### src/rtl/usb_tx_serializer.sv
`default_nettype none
// ============================================================================
// Module   : usb_tx_serializer
// Purpose  : Full-speed USB packet transmitter. Queues bytes in a FIFO, then
//            sends SYNC, bit-stuffed NRZI data (LSB first) and EOP on D+/D-.
// Revision : 1.0  initial release
// ============================================================================
module usb_tx_serializer #(
    parameter int CLKS_PER_BIT = 8,
    parameter int FIFO_DEPTH   = 8,
    parameter int STUFF_LIMIT  = 6,
    parameter int EOP_SE0_BITS = 2
) (
    input  logic       clk,
    input  logic       rst,
    input  logic [7:0] tx_data,
    input  logic       tx_last,
    input  logic       tx_valid,
    output logic       tx_ready,
    output logic       d_plus,
    output logic       d_minus,
    output logic       busy,
    output logic       underrun
);
    localparam int c_BCNT_W = $clog2(CLKS_PER_BIT);
    localparam int c_PTR_W  = $clog2(FIFO_DEPTH);
    localparam int c_CNT_W  = c_PTR_W + 1;
    localparam int c_ONES_W = $clog2(STUFF_LIMIT + 1);
    localparam int c_SE0_W  = (EOP_SE0_BITS > 1) ? $clog2(EOP_SE0_BITS) : 1;

    localparam logic [c_BCNT_W-1:0] c_BIT_END = c_BCNT_W'(CLKS_PER_BIT - 1);
    localparam logic [c_CNT_W-1:0]  c_FULL    = c_CNT_W'(FIFO_DEPTH);
    localparam logic [c_ONES_W-1:0] c_STUFF   = c_ONES_W'(STUFF_LIMIT);
    localparam logic [c_SE0_W-1:0]  c_SE0_END = c_SE0_W'(EOP_SE0_BITS - 1);

    typedef enum logic [2:0] {
        S_IDLE    = 3'd0,
        S_SYNC    = 3'd1,
        S_DATA    = 3'd2,
        S_STUFF   = 3'd3,
        S_EOP_SE0 = 3'd4,
        S_EOP_J   = 3'd5
    } state_t;

    // FIFO entry: {last, data[7:0]}
    logic [8:0]         r_mem [FIFO_DEPTH];
    logic [c_PTR_W-1:0] r_wr_ptr;
    logic [c_PTR_W-1:0] r_rd_ptr;
    logic [c_CNT_W-1:0] r_count;
    logic [c_CNT_W-1:0] r_last_cnt;

    state_t              r_state;
    logic [c_BCNT_W-1:0] r_bit_cnt;
    logic [2:0]          r_bit_idx;
    logic [c_SE0_W-1:0]  r_se0_cnt;
    logic [c_ONES_W-1:0] r_ones;
    logic [6:0]          r_shift;
    logic                r_cur_last;
    logic                r_line_j;

    logic       w_push;
    logic       w_pop;
    logic [8:0] w_head;
    logic       w_fifo_empty;
    logic       w_start;
    logic       w_strobe;
    logic       w_stuff_due;
    logic       w_at_byte_end;
    logic       w_need_byte;
    logic       w_underrun;
    logic       w_next_bit;
    logic       w_next_line_j;
    logic [c_ONES_W-1:0] w_next_ones;

    assign tx_ready     = (r_count != c_FULL);
    assign w_push       = tx_valid && tx_ready;
    assign w_head       = r_mem[r_rd_ptr];
    assign w_fifo_empty = (r_count == '0);
    assign w_start      = (r_count == c_FULL) || (r_last_cnt != '0);

    // r_bit_idx names the data (or SYNC) bit currently on the line; a stuff
    // bit leaves it untouched so the pending bit resumes afterwards.
    assign w_strobe      = (r_state != S_IDLE) && (r_bit_cnt == c_BIT_END);
    assign w_stuff_due   = (r_state == S_DATA) && (r_ones == c_STUFF);
    assign w_at_byte_end = ((r_state == S_SYNC) || (r_state == S_DATA) || (r_state == S_STUFF))
                           && (r_bit_idx == 3'd7) && !w_stuff_due;
    assign w_need_byte   = w_strobe && w_at_byte_end && !r_cur_last;
    assign w_pop         = w_need_byte && !w_fifo_empty;
    assign w_underrun    = w_need_byte && w_fifo_empty;

    assign w_next_bit    = w_at_byte_end ? w_head[0] : r_shift[0];
    assign w_next_line_j = w_next_bit ? r_line_j : ~r_line_j;
    assign w_next_ones   = w_next_bit ? (r_ones + c_ONES_W'(1)) : '0;

    always_ff @(posedge clk) begin
        if (w_push) begin
            r_mem[r_wr_ptr] <= {tx_last, tx_data};
        end
    end

    always_ff @(posedge clk) begin
        if (rst) begin
            r_wr_ptr   <= '0;
            r_rd_ptr   <= '0;
            r_count    <= '0;
            r_last_cnt <= '0;
        end else begin
            if (w_push) begin
                r_wr_ptr <= r_wr_ptr + c_PTR_W'(1);
            end
            if (w_pop) begin
                r_rd_ptr <= r_rd_ptr + c_PTR_W'(1);
            end
            case ({w_push, w_pop})
                2'b10:   r_count <= r_count + c_CNT_W'(1);
                2'b01:   r_count <= r_count - c_CNT_W'(1);
                default: r_count <= r_count;
            endcase
            case ({w_push && tx_last, w_pop && w_head[8]})
                2'b10:   r_last_cnt <= r_last_cnt + c_CNT_W'(1);
                2'b01:   r_last_cnt <= r_last_cnt - c_CNT_W'(1);
                default: r_last_cnt <= r_last_cnt;
            endcase
        end
    end

    // Every transition happens on a bit strobe and already drives the next
    // line symbol, so each state describes the bit currently on the wire.
    always_ff @(posedge clk) begin
        if (rst) begin
            r_state    <= S_IDLE;
            r_bit_cnt  <= '0;
            r_bit_idx  <= '0;
            r_se0_cnt  <= '0;
            r_ones     <= '0;
            r_shift    <= '0;
            r_cur_last <= 1'b0;
            r_line_j   <= 1'b1;
            d_plus     <= 1'b1;
            d_minus    <= 1'b0;
            busy       <= 1'b0;
            underrun   <= 1'b0;
        end else begin
            underrun <= w_underrun;
            if ((r_state == S_IDLE) || w_strobe) begin
                r_bit_cnt <= '0;
            end else begin
                r_bit_cnt <= r_bit_cnt + c_BCNT_W'(1);
            end

            case (r_state)
                S_IDLE: begin
                    if (w_start) begin
                        // SYNC bit 0 is a 0: toggle J -> K
                        r_state    <= S_SYNC;
                        r_bit_idx  <= '0;
                        r_ones     <= '0;
                        r_cur_last <= 1'b0;
                        busy       <= 1'b1;
                        r_line_j   <= 1'b0;
                        d_plus     <= 1'b0;
                        d_minus    <= 1'b1;
                    end
                end
                S_SYNC, S_DATA, S_STUFF: begin
                    if (w_strobe) begin
                        if ((r_state == S_SYNC) && (r_bit_idx != 3'd7)) begin
                            r_bit_idx <= r_bit_idx + 3'd1;
                            if (r_bit_idx == 3'd6) begin
                                r_ones <= c_ONES_W'(1);
                            end else begin
                                r_line_j <= ~r_line_j;
                                d_plus   <= ~r_line_j;
                                d_minus  <= r_line_j;
                            end
                        end else if (w_stuff_due) begin
                            r_state  <= S_STUFF;
                            r_ones   <= '0;
                            r_line_j <= ~r_line_j;
                            d_plus   <= ~r_line_j;
                            d_minus  <= r_line_j;
                        end else if (w_at_byte_end && (r_cur_last || w_fifo_empty)) begin
                            r_state   <= S_EOP_SE0;
                            r_se0_cnt <= '0;
                            d_plus    <= 1'b0;
                            d_minus   <= 1'b0;
                        end else begin
                            r_state  <= S_DATA;
                            r_ones   <= w_next_ones;
                            r_line_j <= w_next_line_j;
                            d_plus   <= w_next_line_j;
                            d_minus  <= ~w_next_line_j;
                            if (w_at_byte_end) begin
                                r_shift    <= w_head[7:1];
                                r_cur_last <= w_head[8];
                                r_bit_idx  <= '0;
                            end else begin
                                r_shift   <= {1'b0, r_shift[6:1]};
                                r_bit_idx <= r_bit_idx + 3'd1;
                            end
                        end
                    end
                end
                S_EOP_SE0: begin
                    if (w_strobe) begin
                        if (r_se0_cnt == c_SE0_END) begin
                            r_state  <= S_EOP_J;
                            r_line_j <= 1'b1;
                            d_plus   <= 1'b1;
                            d_minus  <= 1'b0;
                        end else begin
                            r_se0_cnt <= r_se0_cnt + c_SE0_W'(1);
                        end
                    end
                end
                S_EOP_J: begin
                    if (w_strobe) begin
                        r_state <= S_IDLE;
                        busy    <= 1'b0;
                    end
                end
                default: begin
                    r_state <= S_IDLE;
                end
            endcase
        end
    end

endmodule
`default_nettype wire
### config.mk
export PLATFORM = sky130hd
export DESIGN_NAME = usb_tx_serializer
export DESIGN_NICKNAME = d
export VERILOG_FILES = /design/src/rtl/usb_tx_serializer.sv
export SDC_FILE = /design/constraint.sdc
export NUM_CORES = 1
export LEC_CHECK = 0
export ABC_CLOCK_PERIOD_IN_PS = 4100
export CAP_MARGIN = 20
export CORE_MARGIN = 2
export CORE_UTILIZATION = 50
export DETAILED_ROUTE_END_ITERATION = 7
export GPL_ROUTABILITY_DRIVEN = 0
export HOLD_SLACK_MARGIN = 0.08
export PLACE_DENSITY = 0.77
export SLEW_MARGIN = 20
export SYNTH_ARGS = -nofsm -noshare
export SYNTH_HDL_FRONTEND = slang
export SYNTH_SLANG_ARGS = --single-unit
### constraint.sdc
create_clock -name clk -period 4.1 [get_ports clk]
set_clock_uncertainty 0.05 [all_clocks]
set_input_delay 0.615 -clock clk [delete_from_list [all_inputs] [get_ports clk]]
set_output_delay 0.615 -clock clk [all_outputs]
set_load 0.1 [all_outputs]
-- Word level (Yosys, flattened, before mapping)
Memories as Yosys holds them, arrays and structs flattened. A register that Yosys moved wholly into a read port is not among the register bits.
Cells that the tools add are included.
W data, S select, Z words.
- muxes and demuxes: 70
- bitwise gates (word level): 5
- reduce and logical (&&, ||, !) cells: 42
- add/subtract/negate cells: 10
- equality and inequality tests: 31
- operators by type and width (kind ; count):
    $mux W3 ; 22
    $mux W1 ; 36
    $ne A2 B2 Y1 const B ; 10
    $eq A3 B3 Y1 const B ; 6
    $reduce_and A6 Y1 ; 3
    $pmux W4 S2 ; 2
    $add A3 B1 Y3 const B ; 5
    $ne A3 B3 Y1 const B ; 5
    $reduce_and A5 Y1 ; 3
    $reduce_and A7 Y1 ; 2
    $logic_and A1 B1 Y1 ; 13
    $pmux W3 S2 ; 2
    $pmux W3 S4 ; 1
    $reduce_bool A2 Y1 ; 5
    $pmux W1 S3 ; 3
    $add A4 B1 Y4 const B ; 2
    $ne A4 B4 Y1 const B ; 2
    $sub A4 B1 Y4 const B ; 2
    $mux W7 ; 1
    $eq A3 B2 Y1 const B ; 2
    $pmux W1 S2 ; 3
    $reduce_bool A3 Y1 ; 2
    $logic_or A1 B1 Y1 ; 5
    $not A1 Y1 ; 5
    other kinds (12) ; 16
- memories: 1
- logic and storage cells: 175
- register bits: 40
- RAM bits: 72
- bits of input ports: 12
- memories (memory ; words ; bits a word ; read ports ; clocked after Yosys merged registers in ; write ports ; line ; text):
    r_mem ; 8 ; 9 ; 1 ; 1 ; 1 ; 46 ; logic [8:0] r_mem [FIFO_DEPTH];

-- Logic depth before layout (Yosys ltp)
- depth after elaboration: 13
- gate-level depth with buffers: 13
- mapped depth without buffers: 13

-- Least setup slack after synthesis
OpenSTA, ideal clock, no wires.
- path kind: register to register
- start point: reg r_state[1]
- end point: reg r_last_cnt[2]
- clock period less this slack: 3.019 ns
- setup slack: 1.081 ns
- library setup time: 0.070 ns
- stages on the path, launching flop included: 13
- data required time: 3.980 ns
- data arrival time: 2.899 ns
- path through: dfxtp_1 clkbuf_1 o21ba_2 nand3_1 nor4_2 nor2b_1 ha_1 xor2_1 ha_1 a21oi_1 xor2_1 or3_1 a21oi_1
- cells in the longest elaborated chain, start to end: 11
- elaborated cells on any way between the ends: 19
- ends and longest elaborated chain (what ; line ; text):
    from (decl) ; 52 ; state_t r_state;
    from (signal assigned) ; 131 ; r_state <= S_IDLE;
    from (signal assigned) ; 155 ; r_state <= S_SYNC;
    from (signal assigned) ; 177 ; r_state <= S_STUFF;
    $eq A3 B1 Y1 / $eq A3 B2 Y1 (equally long branches) ; 85, 84 ;
    $logic_or A1 B1 Y1 (2 in series) ; 85 ; assign w_at_byte_end = ((r_state == S_SYNC) || (r_state == S_DATA) || (r_state == S_STUFF))
    $logic_and A1 B1 Y1 (2 in series) ; 86 ; && (r_bit_idx == 3'd7) && !w_stuff_due;
    $logic_and A1 B1 Y1 * (2 in series) ; 87 ; assign w_need_byte = w_strobe && w_at_byte_end && !r_cur_last;
    $logic_and A1 B1 Y1 * ; 88 ; assign w_pop = w_need_byte && !w_fifo_empty;
    via w_pop ; 62 ; logic w_pop;
    $logic_and A1 B1 Y1 * ; 119 ; case ({w_push && tx_last, w_pop && w_head[8]})
    $eq A2 B1 Y1 / $eq A2 B2 Y1 (equally long branches) ; 119 ;
    $pmux W4 S2 / $reduce_bool A2 Y1 (equally long branches) ; - ;
    to (signal assigned) ; 120 ; 2'b10: r_last_cnt <= r_last_cnt + c_CNT_W'(1);
    to (signal assigned) ; 121 ; 2'b01: r_last_cnt <= r_last_cnt - c_CNT_W'(1);
    to (signal assigned) ; 122 ; default: r_last_cnt <= r_last_cnt;
    to (decl) ; 50 ; logic [c_CNT_W-1:0] r_last_cnt;
Mark *: on every way through the listed nets, which the timed path passes. The rest lies on a longest branch.
A chain may end at the register's enable or synchronous reset.

-- Worst setup path after layout
- start point: reg r_bit_cnt[0]
- end point: reg r_last_cnt[2]
- cells in the longest elaborated chain, start to end: 8
- elaborated cells on any way between the ends: 10
- ends and longest elaborated chain (what ; line ; text):
    from (decl) ; 53 ; logic [c_BCNT_W-1:0] r_bit_cnt;
    from (signal assigned) ; 148 ; r_bit_cnt <= r_bit_cnt + c_BCNT_W'(1);
    $eq A3 B3 Y1 * ; 83 ; assign w_strobe = (r_state != S_IDLE) && (r_bit_cnt == c_BIT_END);
    $logic_and A1 B1 Y1 * ; 83 ;
    $logic_and A1 B1 Y1 * (2 in series) ; 87 ;
    $logic_and A1 B1 Y1 * ; 88 ;
    via w_pop ; 62 ;
    $logic_and A1 B1 Y1 * ; 119 ;
    $eq A2 B1 Y1 / $eq A2 B2 Y1 (equally long branches) ; 119 ;
    $pmux W4 S2 / $reduce_bool A2 Y1 (equally long branches) ; - ;
Marks and branches as above.

==> impl_metrics.ini <==
[worst_setup_path]
path_buf_inv = 0
worstPathRequired_ns = 4.50
criticalPathCategory = flop to flop
crit_path_top_delay_cell = nor4_2
startpoint_type = flop
crit_family = simple AND/OR/NAND/NOR gates
cp_max_fo = 12
cp_slowest_stage_delay_ns = 0.57
arrival_ns = 3.70
crit_path_frequent_cell = ha_1
end_kind = flop
crit_path_cell_trace = ha_1 -> ha_1 -> nand2_1 -> nor4_2 -> nor2b_1 -> ha_1 -> xor2_1 -> ha_1 -> a21oi_1 -> xor2_1 -> or3_1 -> a21oi_1

[clock_tree]
clock-root-buffer = clkbuf_8
cts.repair.resized = 0
cts-buffers-inserted = 17
clock_path_buffers = 2
post_cts_buffers = 0
cts.htree.levels = 4
clock-sinks = 115
cts_tree = yes
clock_latency_ns = 0.52
clk_pin_slew_ns = 0.06
cts_hold_buf = 0

[timing]
fin_tns_setup_ns = 0
rsz0062_at_grt = false
max_freq_mhz = 303.5
setup_viol = 0
period_share = 0.8036
tightest_slew_ns = 1.006
fin_crit_ns = 3.295
finalMaxSlewViolations = 0
hold_violations = 0
max_slew_margin = 0.3268

[die]
start_util = 0.5138
die_y_microns = 104.2
design.core.area_sq_mm = 0.009774
fp.dieW_microns = 104.2
dieArea_sq_mm = 0.01086
boundaryPins = 17
row_count = 36

[routing]
vias = 3132
ant_nets = 0
drt_pass1_iterations = 4
route.detailed.drc = 0
wl_per_cell_microns = 17.33
via_per_inst = 5.613
drtIter0Drc = 157
drt_wl_total_mm = 9.672

[power_and_ir_drop]
power_leakage_nw = 1.975
p_sw_w = 0.0007152
powerDensity_mw_per_mm2 = 480.3
internal_power_w = 0.002094
seqPwrFrac = 0.465
p_comb_frac = 0.089
p_sw_frac = 0.2546
pwr-share-clk = 0.446
ir_drop_mv = 0.3326

[logic_synthesis]
async_flop_share = 0
synth_area_leaders = edfxtp_1 (43%), dfxtp_1 (17%), mux4_2 (8.1%)
syn-mean-instance-area_sq_um = 13.01
synth_top_area_frac = 0.4305
ys_seq_area_frac = 0.6019
ys_ff_latch = 115
synth-main-ff-cell = edfxtp_1
synth_nets = 413
synth.distinct_cells = 57
ys_warn_count = 0
netlist_area_sq_mm = 0.005022
synth_largest_area_cell = edfxtp_1
netlist_instances = 386
synth_edf_count = 72

[placement]
portBuffers = 16
place_inst = 526
hpwl_mm = 6.309

[grt]
grt_overflow_total = 0
grt_pass1_vias = 3273
grt_usage = 0.1958
antenna_found_initial = 0
grt_pass1_wl_mm = 16.13
grt_start_max_net_pins = 26

[status]
outcome = finished, final reports clean

[layout]
layout_commonest_cell = edfxtp_1
fin_nets = 439
diodes = 0
syn2layout_area_growth_pct = 16.47
mostFrequentLayoutCells = edfxtp_1 (72), dfxtp_1 (43), nor2_1 (40)
instances_no_fill = 558
drive_gt1_frac = 0.1506

[worst_hold_path]
hold_path.class = flop to flop

[flow_run]
maxCapViolCount = 0
[registers in the layout (all words and copies together), names as in the netlist, named ones only]
register / flops
r_rd_ptr: 3
r_cur_last: 1
r_last_cnt: 4
r_ones: 3
r_bit_cnt: 3
r_mem: 72
r_bit_idx: 3
r_se0_cnt: 1
d_minus: 1
r_state: 3
r_line_j: 1
d_plus: 1
r_wr_ptr: 3
r_count: 4
busy: 1
underrun: 1
r_shift: 7
[per-layer routing]
layer | vias to the layer above | global-route usage | share of wire
met4 | 0 | 0.08494 | 0.014
met3 | 17 | 0.05764 | 0.049
li1 | 1502 | - | -
met1 | 1547 | 0.2256 | 0.42
met2 | 66 | 0.3393 | 0.52
met5 | - | 0 | 0
[worst paths after layout]
| kind | to | depth (start not counted) | slack (ns) | startpoint |
|---|---|---|---|---|
| setup / recovery | r_last_cnt[2] | 12 | 0.81 | r_bit_cnt[0] |
| hold / removal | r_bit_cnt[0] | 1 | 0.40 | r_bit_cnt[0] |
| setup reg to reg | r_last_cnt[2] | 12 | 0.81 | r_bit_cnt[0] |
| hold reg to reg | r_bit_cnt[0] | 1 | 0.40 | r_bit_cnt[0] |
[cell families after synthesis]
family	Yosys count	share of synthesized area
mux	38	0.1206
simple gates	121	0.1193
buf+inv	28	0.02466
xor+xnor	12	0.02093
fa+ha+maj	15	0.03737
compound gates	57	0.07524
flops	115	0.6019
[power by group through the flow]
stage / Combinational [W] / Clock (W) / Sequential, W
3_5_place_dp: 0.000248 / 0 / 0.00133
4_1_cts: 0.000248 / 0.00127 / 0.00131
5_1_grt: 0.000274 / 0.00133 / 0.00131
2_1_floorplan: 0.000156 / 0 / 0.00135
3_3_place_gp: 0.000241 / 0 / 0.00132
6_report: 0.000249 / 0.00125 / 0.00131
[stage by stage]
step | hold slack [ns] | instance area [sq um] | util | setup slack, ns | total power, W
2_1_floorplan | 0.3572 | 5022 | - | 1.081 | 0.001501
3_3_place_gp | 0.3628 | 5340 | 0.5463 | 0.9394 | 0.001566
3_5_place_dp | 0.3919 | 5340 | 0.5463 | 0.7614 | 0.001577
4_1_cts | 0.3987 | 5849 | 0.5984 | 0.7812 | 0.002828
5_1_grt | 0.4110 | 5849 | 0.5984 | 0.4707 | 0.002913
6_report | 0.3983 | 5849 | 0.5984 | 0.8051 | 0.002810
[cell type report]
cell class                 instances  area (sq um)
inverter                           9         33.78
sequential                       115          3023
timing repair buffer              26         235.2
fill                             733          3925
multi-input combinational        243          1882
tap                              133         166.4
clock inverter                    14         91.34
clock buffer                      18         417.9
[Yosys cell counts (6+ instances only)]
library cell	n
clkbuf_1	8
inv_1	9
o21ai_0	15
nor3_1	10
xor2_1	8
a21oi_1	16
mux2i_1	20
mux4_2	18
edfxtp_1	72
or3_1	6
dfxtp_1	43
ha_1	15
nor2_1	40
buf_2	6
nand2_1	32
No activity file was read; power rests on OpenSTA's default activity.
